**src/rtl/client_pkg.sv**
```systemverilog
// Shared definitions for the RAM access arbiter: op codes, requester
// indices, FSM state encoding and the round-robin pointer helper.
package client_pkg;

    localparam int unsigned N_REQ = 3;
    localparam int unsigned CNT_W = 10;

    localparam logic [2:0] OP_READ  = 3'b000;
    localparam logic [2:0] OP_WRITE = 3'b001;
    localparam logic [2:0] OP_NONE  = 3'b111;

    localparam logic [1:0] REQ_BUY    = 2'd0;
    localparam logic [1:0] REQ_REFUND = 2'd1;
    localparam logic [1:0] REQ_VIP    = 2'd2;

    typedef enum logic [1:0] {
        ST_IDLE = 2'd0,
        ST_BUSY = 2'd1,
        ST_DONE = 2'd2
    } state_t;

    // Next requester index in the 0 -> 1 -> 2 -> 0 rotation.
    function automatic logic [1:0] rr_next(input logic [1:0] idx);
        return (idx >= REQ_VIP) ? REQ_BUY : idx + 2'd1;
    endfunction

endpackage

```
**src/rtl/rr_arbiter3.sv**
```systemverilog
// Combinational 3-way round-robin arbiter. Search starts at the requester
// after 'last'; produces a one-hot grant and its encoded index.
module rr_arbiter3 import client_pkg::*; (
    input  logic [2:0] req,
    input  logic [1:0] last,
    output logic [2:0] grant,
    output logic [1:0] idx
);

    logic [1:0] cand;

    // Walk the three candidates in rotation order, first requester wins.
    always_comb begin
        grant = '0;
        idx   = '0;
        cand  = rr_next(last);
        for (int unsigned i = 0; i < N_REQ; i++) begin
            if (grant == '0 && req[cand]) begin
                grant[cand] = 1'b1;
                idx         = cand;
            end
            cand = rr_next(cand);
        end
    end

endmodule

```
**src/rtl/ram_access_arbiter.sv**
```systemverilog
// Arbitrates three requesters (buy, refund, vip) onto a single RAM command
// port. IDLE -> BUSY -> DONE, one transaction at a time, with a BUSY timeout.
module ram_access_arbiter import client_pkg::*; #(
    parameter int unsigned DATA_W  = 46,
    parameter int unsigned TIMEOUT = 1023
) (
    input  logic                  clk,
    input  logic                  rst_n,
    input  logic                  en_i,
    input  logic [2:0]            req_i,
    input  logic [8:0]            op_i,
    input  logic [95:0]           index_i,
    input  logic [17:0]           id_i,
    input  logic [3*DATA_W-1:0]   wdata_i,
    output logic [2:0]            gnt_o,
    output logic [2:0]            done_o,
    output logic                  wrong_o,
    output logic                  timeout_o,
    output logic [DATA_W-1:0]     rdata_o,
    output logic [2:0]            ram_op_o,
    output logic [31:0]           ram_index_o,
    output logic [5:0]            ram_id_o,
    output logic [DATA_W-1:0]     ram_data_o,
    input  logic                  ram_over_i,
    input  logic                  ram_wrong_i,
    input  logic [DATA_W-1:0]     ram_data_i
);

    state_t             state;
    logic [1:0]         last;
    logic [CNT_W-1:0]   cnt;
    logic [CNT_W-1:0]   cnt_inc;
    logic               tmo_hit;

    logic [2:0]         rr_grant;
    logic [1:0]         rr_idx;

    logic [2:0]         win_op;
    logic [31:0]        win_index;
    logic [5:0]         win_id;
    logic [DATA_W-1:0]  win_data;

    rr_arbiter3 u_rr (
        .req   (req_i),
        .last  (last),
        .grant (rr_grant),
        .idx   (rr_idx)
    );

    // Select the command fields of the requester the arbiter would grant.
    always_comb begin
        win_op    = OP_NONE;
        win_index = '0;
        win_id    = '0;
        win_data  = '0;
        for (int unsigned k = 0; k < N_REQ; k++) begin
            if (rr_grant[k]) begin
                win_op    = op_i[3*k +: 3];
                win_index = index_i[32*k +: 32];
                win_id    = id_i[6*k +: 6];
                win_data  = wdata_i[DATA_W*k +: DATA_W];
            end
        end
    end

    // Timeout fires on the BUSY cycle whose increment would reach TIMEOUT,
    // so BUSY lasts exactly TIMEOUT cycles when the RAM stays silent.
    always_comb begin
        cnt_inc = cnt + 1'b1;
        tmo_hit = (32'(cnt) + 32'd1) >= TIMEOUT;
    end

    // Transaction FSM; every output is registered here.
    always_ff @(posedge clk or negedge rst_n) begin
        if (!rst_n) begin
            state       <= ST_IDLE;
            last        <= REQ_VIP;
            cnt         <= '0;
            gnt_o       <= '0;
            done_o      <= '0;
            wrong_o     <= 1'b0;
            timeout_o   <= 1'b0;
            rdata_o     <= '0;
            ram_op_o    <= OP_NONE;
            ram_index_o <= '0;
            ram_id_o    <= '0;
            ram_data_o  <= '0;
        end else begin
            done_o    <= '0;
            timeout_o <= 1'b0;
            case (state)
                ST_IDLE: begin
                    if (en_i && req_i != '0) begin
                        state       <= ST_BUSY;
                        gnt_o       <= rr_grant;
                        last        <= rr_idx;
                        cnt         <= '0;
                        ram_op_o    <= win_op;
                        ram_index_o <= win_index;
                        ram_id_o    <= win_id;
                        ram_data_o  <= win_data;
                    end
                end
                ST_BUSY: begin
                    if (ram_op_o == OP_NONE) begin
                        // Nothing was issued to the RAM: fail immediately.
                        state   <= ST_DONE;
                        done_o  <= gnt_o;
                        wrong_o <= 1'b1;
                    end else if (ram_over_i) begin
                        state    <= ST_DONE;
                        done_o   <= gnt_o;
                        wrong_o  <= ram_wrong_i;
                        rdata_o  <= ram_data_i;
                        ram_op_o <= OP_NONE;
                    end else if (tmo_hit) begin
                        state     <= ST_DONE;
                        done_o    <= gnt_o;
                        wrong_o   <= 1'b1;
                        timeout_o <= 1'b1;
                        ram_op_o  <= OP_NONE;
                        cnt       <= cnt_inc;
                    end else begin
                        cnt <= cnt_inc;
                    end
                end
                ST_DONE: begin
                    state   <= ST_IDLE;
                    gnt_o   <= '0;
                    wrong_o <= 1'b0;
                end
                default: begin
                    state <= ST_IDLE;
                end
            endcase
        end
    end

endmodule

```
**config.mk**
```make
export PLATFORM = sky130hd
export DESIGN_NAME = ram_access_arbiter
export DESIGN_NICKNAME = d
export VERILOG_FILES = /design/src/rtl/client_pkg.sv /design/src/rtl/rr_arbiter3.sv /design/src/rtl/ram_access_arbiter.sv
export SDC_FILE = /design/constraint.sdc
export NUM_CORES = 1
export LEC_CHECK = 0
export CORE_AREA = 2 2 179 181
export DETAILED_ROUTE_END_ITERATION = 6
export DIE_AREA = 0 0 181 183
export HOLD_SLACK_MARGIN = 0.15
export PLACE_DENSITY = 0.63
export SETUP_SLACK_MARGIN = 0.3
export SYNTH_ARGS = -nofsm -noshare
export SYNTH_HDL_FRONTEND = slang
export SYNTH_SLANG_ARGS = --single-unit
```
**constraint.sdc**
```tcl
create_clock -name clk -period 3.2 [get_ports clk]
set_input_delay 0.64 -clock clk [delete_from_list [all_inputs] [get_ports clk]]
set_output_delay 0.64 -clock clk [all_outputs]
set_load 0.1 [all_outputs]
```
==> metrics.cfg, run 1 <==
[run_status]
status=finished clean

[clock_network]
ctsLongestPathBuffers=2
numCtsBuffers=17
cts_root_buffer=clkbuf_16
htreeDepth=4
cts.sinks=155
postCtsSetupRepairBufs=0
cts_tree=done
clk_latency_ns=0.43
path_clk_slew_ns=0.08
ctsResizeCount=0

[die]
io_pins=456
fp.dieH_um=183
die-width_um=181
fp-row-count=65
start_util=0.2278
die-area_mm2=0.03312
core_area_mm2=0.03123

[critical_path]
worst-path-max-fanout=37
rrSetupSlack_ns=0.94
reg2reg_to=cnt[8]$_DFFE_PN0P_
path_class=input port to register
end_kind=register
startpoint_type=input port
cp.arrival_ns=2.77
timing.rr.start=state[1]$_DFFE_PN0P_
reg2reg_depth=7
worstPathRequired_ns=3.50

[detailed_routing]
wirelength_um=29770
drt_iter0_markers=344
firstDrtPassIters=4
drt-wirelength-per-cell_um=19.95
postRouteAntennaNets=0
drc=0
via_per_inst=4.895
dr_total_vias=7303

[logic_synthesis]
syn_avg_cell_area_um2=11.07
synth_edf_count=0
yosys.area.top_type=dfrtp_1
yosysSeqAreaShare=0.5458
synth_top_area_frac=0.5310
yosys_warnings=0
synth_cell_types=52
synth-seq-cells=155
synthesis.nets=963
async_flop_share=1.000
synth_flop_cell=dfrtp_1
synthTopCellsByArea=dfrtp_1 (53%), a221oi_1 (10%), o22ai_1 (7.4%)
synthCells=643
netlist_area_mm2=0.007116

[grt]
grt_use_total=0.1735
antenna_found_initial=0
grt_pass1_vias=7378
grt_max_degree=80
grt_pass1_wl_um=44160
grt_overflow=0

[sta]
worst_pin_slew_ns=0.6611
fin_crit_ns=2.467
totalNegativeSetupSlack_ns=0
finalCritPeriodShare=0.7710
maxSlewViolCount=0
setup_viol=0
max_slew_margin=0.5576
max_freq_mhz=405.3
rsz0062_at_grt=false
fin_skew_ns=0.01495
hold_viol=0

[placement]
port_buffers=455
gp_congestion=0.8336
place_hpwl_um=22130

[min_path]
min_from=rdata_o[25]$_DFFE_PN0P_
hp-class=register to register
min_to=rdata_o[25]$_DFFE_PN0P_
worstHoldPathCells=1

[final_layout]
drive_above_1_share=0.2312
fin_nets=1397
areaGrowthSynthToFinish_pct=74.15
antenna_cells=0
nFillCells=3080

[run]
max-cap-violations=0

==> metrics by stage <==
step	hold WS [ns]	cell area, um2	util	std cells	setup slack (ns)
6_report	0.5059	12390	0.3968	1492	0.7328
5_1_grt	0.5181	12390	0.3968	1492	0.5837
4_1_cts	0.5116	12390	0.3968	1492	0.7075
3_5_place_dp	0.4947	11780	0.3772	1459	0.2545
3_3_place_gp	0.4879	11780	0.3772	1459	0.2940
2_1_floorplan	0.3444	7116	-	643	1.056
==> placed cells by master (no fill, tap or decap), types with 2 or more instances in the layout <==
cell type | netlist | final
buf_4 | 1 | 147
dfstp_2 | 4 | 4
a22oi_1 | 5 | 5
clkinv_2 | 0 | 2
nand3_1 | 7 | 6
inv_1 | 11 | 11
and2_1 | 4 | 3
o31a_1 | 2 | 2
a2bb2oi_1 | 3 | 3
nor2b_1 | 7 | 7
dfrtp_1 | 151 | 151
a21boi_0 | 2 | 2
o21bai_1 | 3 | 3
o21a_4 | 0 | 2
a21oi_1 | 9 | 9
a221oi_1 | 84 | 84
nand2b_1 | 2 | 2
o21ai_0 | 16 | 16
mux2_2 | 46 | 46
inv_6 | 0 | 6
clkbuf_16 | 0 | 17
o221ai_1 | 3 | 3
nand2_1 | 14 | 14
o31ai_1 | 5 | 5
nor2_1 | 94 | 94
bufinv_16 | 0 | 2
a31oi_1 | 2 | 2
clkdlybuf4s50_1 | 0 | 313
ha_1 | 5 | 5
buf_12 | 0 | 8
inv_8 | 0 | 2
o22ai_1 | 84 | 84
==> area by class of cell <==
| class | count | area (um2) | area share |
|---|---|---|---|
| timing repair buffer | 470 | 4418 | 0.3565 |
| sequential | 155 | 3884 | 0.3134 |
| multi-input combinational | 422 | 2943 | 0.2375 |
| tap | 402 | 503.0 | 0.04059 |
| clock buffer | 17 | 425.4 | 0.03433 |
| clock inverter | 15 | 177.7 | 0.01434 |
| inverter | 11 | 41.29 | 0.003332 |
==> cell usage after synthesis, types with 2 or more instances <==
library cell and number:
a21boi_0 2, a21oi_1 9, a221oi_1 84, a22oi_1 5, a2bb2oi_1 3, a31oi_1 2
and2_1 4, buf_1 3, buf_2 21, buf_6 6, clkbuf_1 24, dfrtp_1 151
dfstp_2 4, ha_1 5, inv_1 11, mux2_2 46, nand2_1 14, nand2b_1 2
nand3_1 7, nor2_1 94, nor2b_1 7, o21a_1 2, o21ai_0 16, o21bai_1 3
o221ai_1 3, o22ai_1 84, o31a_1 2, o31ai_1 5
==> layer usage <==
| metal | vias up | track usage | wire length, um | share of wire |
|---|---|---|---|---|
| li1 | 3361 | - | - | - |
| met2 | 368 | 0.2894 | 14450 | 0.49 |
| met1 | 3530 | 0.2162 | 12060 | 0.41 |
| met4 | 0 | 0.06211 | 796 | 0.027 |
| met5 | - | 0 | 0 | 0 |
| met3 | 44 | 0.04766 | 2464 | 0.083 |
==> critical path, stage by stage <==
cell	delay (ns)
clkdlybuf4s50_1	0.65
nand2b_1	0.17
a21oi_1	0.35
o21ai_4	0.24
buf_12	0.25
a221oi_1	0.33
nor2_1	0.10
==> state kept, by name, summed over array words and instances, names as in the netlist, 3 cells and up <==
signal	cells
ram_data_o	46
rdata_o	46
gnt_o	3
done_o	3
ram_index_o	32
ram_id_o	6
cnt	10
ram_op_o	3
==> worst max path at each step <==
| stage | from | end | slack, ns | cells past startpoint |
|---|---|---|---|---|
| after CTS | req_i[1] | ram_data_o[11]$_DFFE_PN0P_ | 0.71 | 6 |
| after global placement | req_i[1] | ram_data_o[11]$_DFFE_PN0P_ | 0.29 | 6 |
| after detailed placement | req_i[1] | ram_data_o[11]$_DFFE_PN0P_ | 0.25 | 6 |
| after floorplan | ram_op_o[0]$_DFFE_PN1P_ | rdata_o[0]$_DFFE_PN0P_ | 1.06 | 4 |
| final | req_i[1] | ram_index_o[10]$_DFFE_PN0P_ | 0.73 | 7 |
| after global routing | req_i[1] | ram_data_o[11]$_DFFE_PN0P_ | 0.58 | 6 |
==> repair_timing <==
| action | CTS | global route |
|---|---|---|
| hold endpoints to repair | 1 | 0 |
| hold buffers | 1 | 0 |
| endpoints found under the setup margin | 0 | 0 |
==> logic make-up after synthesis <==
kind of cell	synth area share
AOI/OAI and AO/OA	0.2360
DFF	0.5458
and+or+nand+nor	0.08915
buffers and inverters	0.04537
muxes	0.07491
adders and majority gates	0.008792
Power of run 1 is not shown: default switching activity piles up to over one toggle a cycle in this logic, so the estimate is an artifact.
==> run 2, diff against run 1 <==
==> constraint.sdc (replaced) <==
create_clock -name clk -period 2.33 [get_ports clk]
set_input_delay 0.466 -clock clk [delete_from_list [all_inputs] [get_ports clk]]
set_output_delay 0.466 -clock clk [all_outputs]
set_load 0.1 [all_outputs]
==> run 2 against run 1 <==
  * Routed wire length is 0.96% lower
  * First-iteration DRC count is 4.7% lower
  * Critical path type is now register to register
  * Clock-buffer cell count is 3 higher
  * Via count is 0.78% higher
  * Highest routed layer unchanged
  * Core utilization is 1.0 points higher
  * Largest cell class unchanged
==> metrics.cfg, run 2 (synthesis results as in run 1) <==
[clock_network]
clk_latency_ns=0.44  ; about the same
numCtsBuffers=17  ; unchanged
ctsLongestPathBuffers=2  ; unchanged
cts.sinks=155  ; unchanged
htreeDepth=4  ; unchanged
cts_root_buffer=clkbuf_16
cts_tree=done
path_clk_slew_ns=0.07  ; about the same

[critical_path]
rrSetupSlack_ns=0.38  ; -0.56 ns
end_kind=register
startpoint_type=register
worstPathRequired_ns=2.65  ; -0.85 ns
path_cells=ha_2, a222oi_1, nor4_4, o31a_1, and2_4
crit_end=done_o[0]$_DFF_PN0_
crit_buf_inv=0  ; -2
cp.arrival_ns=2.27  ; -0.50 ns
reg2reg_depth=5  ; -2
cp.depth=5  ; -2
path_class=register to register
cp_top_family=compound AO/OA/AOI/OAI gates
timing.rr.start=cnt[1]$_DFFE_PN0P_
worst-path-max-fanout=7  ; -81%
reg2reg_to=done_o[0]$_DFF_PN0_
slowest_delay_ns=0.49  ; -0.16 ns
critPathLaunch=cnt[1]$_DFFE_PN0P_
slowest_stage=a222oi_1

[sta]
worst_pin_slew_ns=0.4719  ; -0.1892 ns
hold_viol=0  ; unchanged
finalWorstSetupSlack_ns=0.3820  ; -0.3509 ns
max_slew_margin=0.6854  ; +0.1278
fin_skew_ns=0.01604  ; +0.001084 ns
max_freq_mhz=513.3
rsz0062_at_grt=true
fin_crit_ns=1.948
maxSlewViolCount=0  ; unchanged
setup_viol=0  ; unchanged
finalCritPeriodShare=0.8361

[die]
die-area_mm2=0.03312  ; unchanged
die-width_um=181  ; unchanged
fp.dieH_um=183  ; unchanged
fp-row-count=65  ; unchanged
io_pins=456  ; unchanged
core_area_mm2=0.03123  ; unchanged
start_util=0.2278  ; unchanged

[final_layout]
areaGrowthSynthToFinish_pct=78.72
final_common_cell=clkdlybuf4s50_1
antenna_cells=0  ; unchanged
drive_above_1_share=0.2583  ; +0.02707
instances_no_fill=1521  ; +1.9%
mostFrequentLayoutCells=clkdlybuf4s50_1 (312), buf_4 (170), dfrtp_1 (150), nor2_1 (94), o22ai_1 (84)
fin_nets=1428  ; +2.2%
reg.largest.list=ram_data_o: 46 flops, rdata_o: 46 flops, ram_index_o: 32 flops

[grt]
grt_pass1_wl_um=43850  ; -0.70%
grt_overflow=0  ; unchanged
grt_max_degree=50  ; -38%
grt_pass1_vias=7542  ; +2.2%
grt_use_total=0.1723  ; -0.001211
antenna_found_initial=0  ; unchanged

[detailed_routing]
via_per_inst=4.839  ; -1.1%
wirelength_um=29480  ; -0.96%
postRouteAntennaNets=0  ; unchanged
drt-wirelength-per-cell_um=19.38  ; -2.8%
drt_iter0_markers=328  ; -4.7%
dr_total_vias=7360  ; +0.78%
firstDrtPassIters=6  ; +2
drc=0  ; unchanged

[placement]
place_hpwl_um=22400  ; +1.2%
post-place-ws_ns=-0.2297  ; -0.4841 ns
port_buffers=455  ; unchanged
place_inst=1488  ; +2.0%
gp_congestion=0.8006  ; -4.0%

[min_path]
hp-class=register to register
min_from=rdata_o[5]$_DFFE_PN0P_

[run]
max-cap-violations=0  ; unchanged

[run_status]
status=finished clean

run 2: cell type report:
cell class	instances	area [um2]
inverters	11	41.29
multi-input cells	422	2984
fillers	3017	18510
flip-flops and latches	155	3896
clock buffers	20	446.7
repair buffers	501	4753
well taps	402	503.0
clock inverters	10	92.59
run 2: layer usage:
| layer | vias to the layer above | wire length, um | GRT usage | part of all wire |
|---|---|---|---|---|
| met3 | 26 | 2120 | 0.05024 | 0.072 |
| met5 | - | 0 | 0 | 0 |
| li1 | 3419 | - | - | - |
| met1 | 3581 | 12280 | 0.2138 | 0.42 |
| met2 | 334 | 14660 | 0.2934 | 0.50 |
| met4 | 0 | 414 | 0.04650 | 0.014 |
run 2: metrics by stage:
stage | hold slack (ns) | util | setup TNS, ns | instance area [um2]
global placement | 0.4176 | 0.3877 | -0.5062 | 12110
global route | 0.5161 | 0.4072 | 0 | 12720
finish | 0.5048 | 0.4072 | 0 | 12720
detailed placement | 0.4139 | 0.3877 | -0.8718 | 12110
floorplan | 0.1704 | - | 0 | 7127
CTS | 0.5082 | 0.4057 | 0 | 12670
run 2: how the worst min path moves through the flow:
stage                     slack [ns]  cells past startpoint                      end
final                           0.50                      1   rdata_o[5]$_DFFE_PN0P_
after global routing            0.52                      1  rdata_o[40]$_DFFE_PN0P_
after CTS                       0.51                      2  rdata_o[31]$_DFFE_PN0P_
after detailed placement        0.41                      1  rdata_o[31]$_DFFE_PN0P_
after global placement          0.42                      1  rdata_o[31]$_DFFE_PN0P_
after floorplan                 0.17                      0       cnt[0]$_DFFE_PN0P_
run 2: repair_timing:
| action | 4_1_cts | 5_1_grt |
|---|---|---|
| endpoints found under the setup margin | 5 | 17 |
| pin swaps | 3 | 7 |
| hold buffers | 1 | 0 |
| buffers inserted | 1 | 1 |
| hold endpoints to repair | 36 | 0 |
| gates resized for setup | 1 | 10 |
Power of run 2 is left out for the same reason.
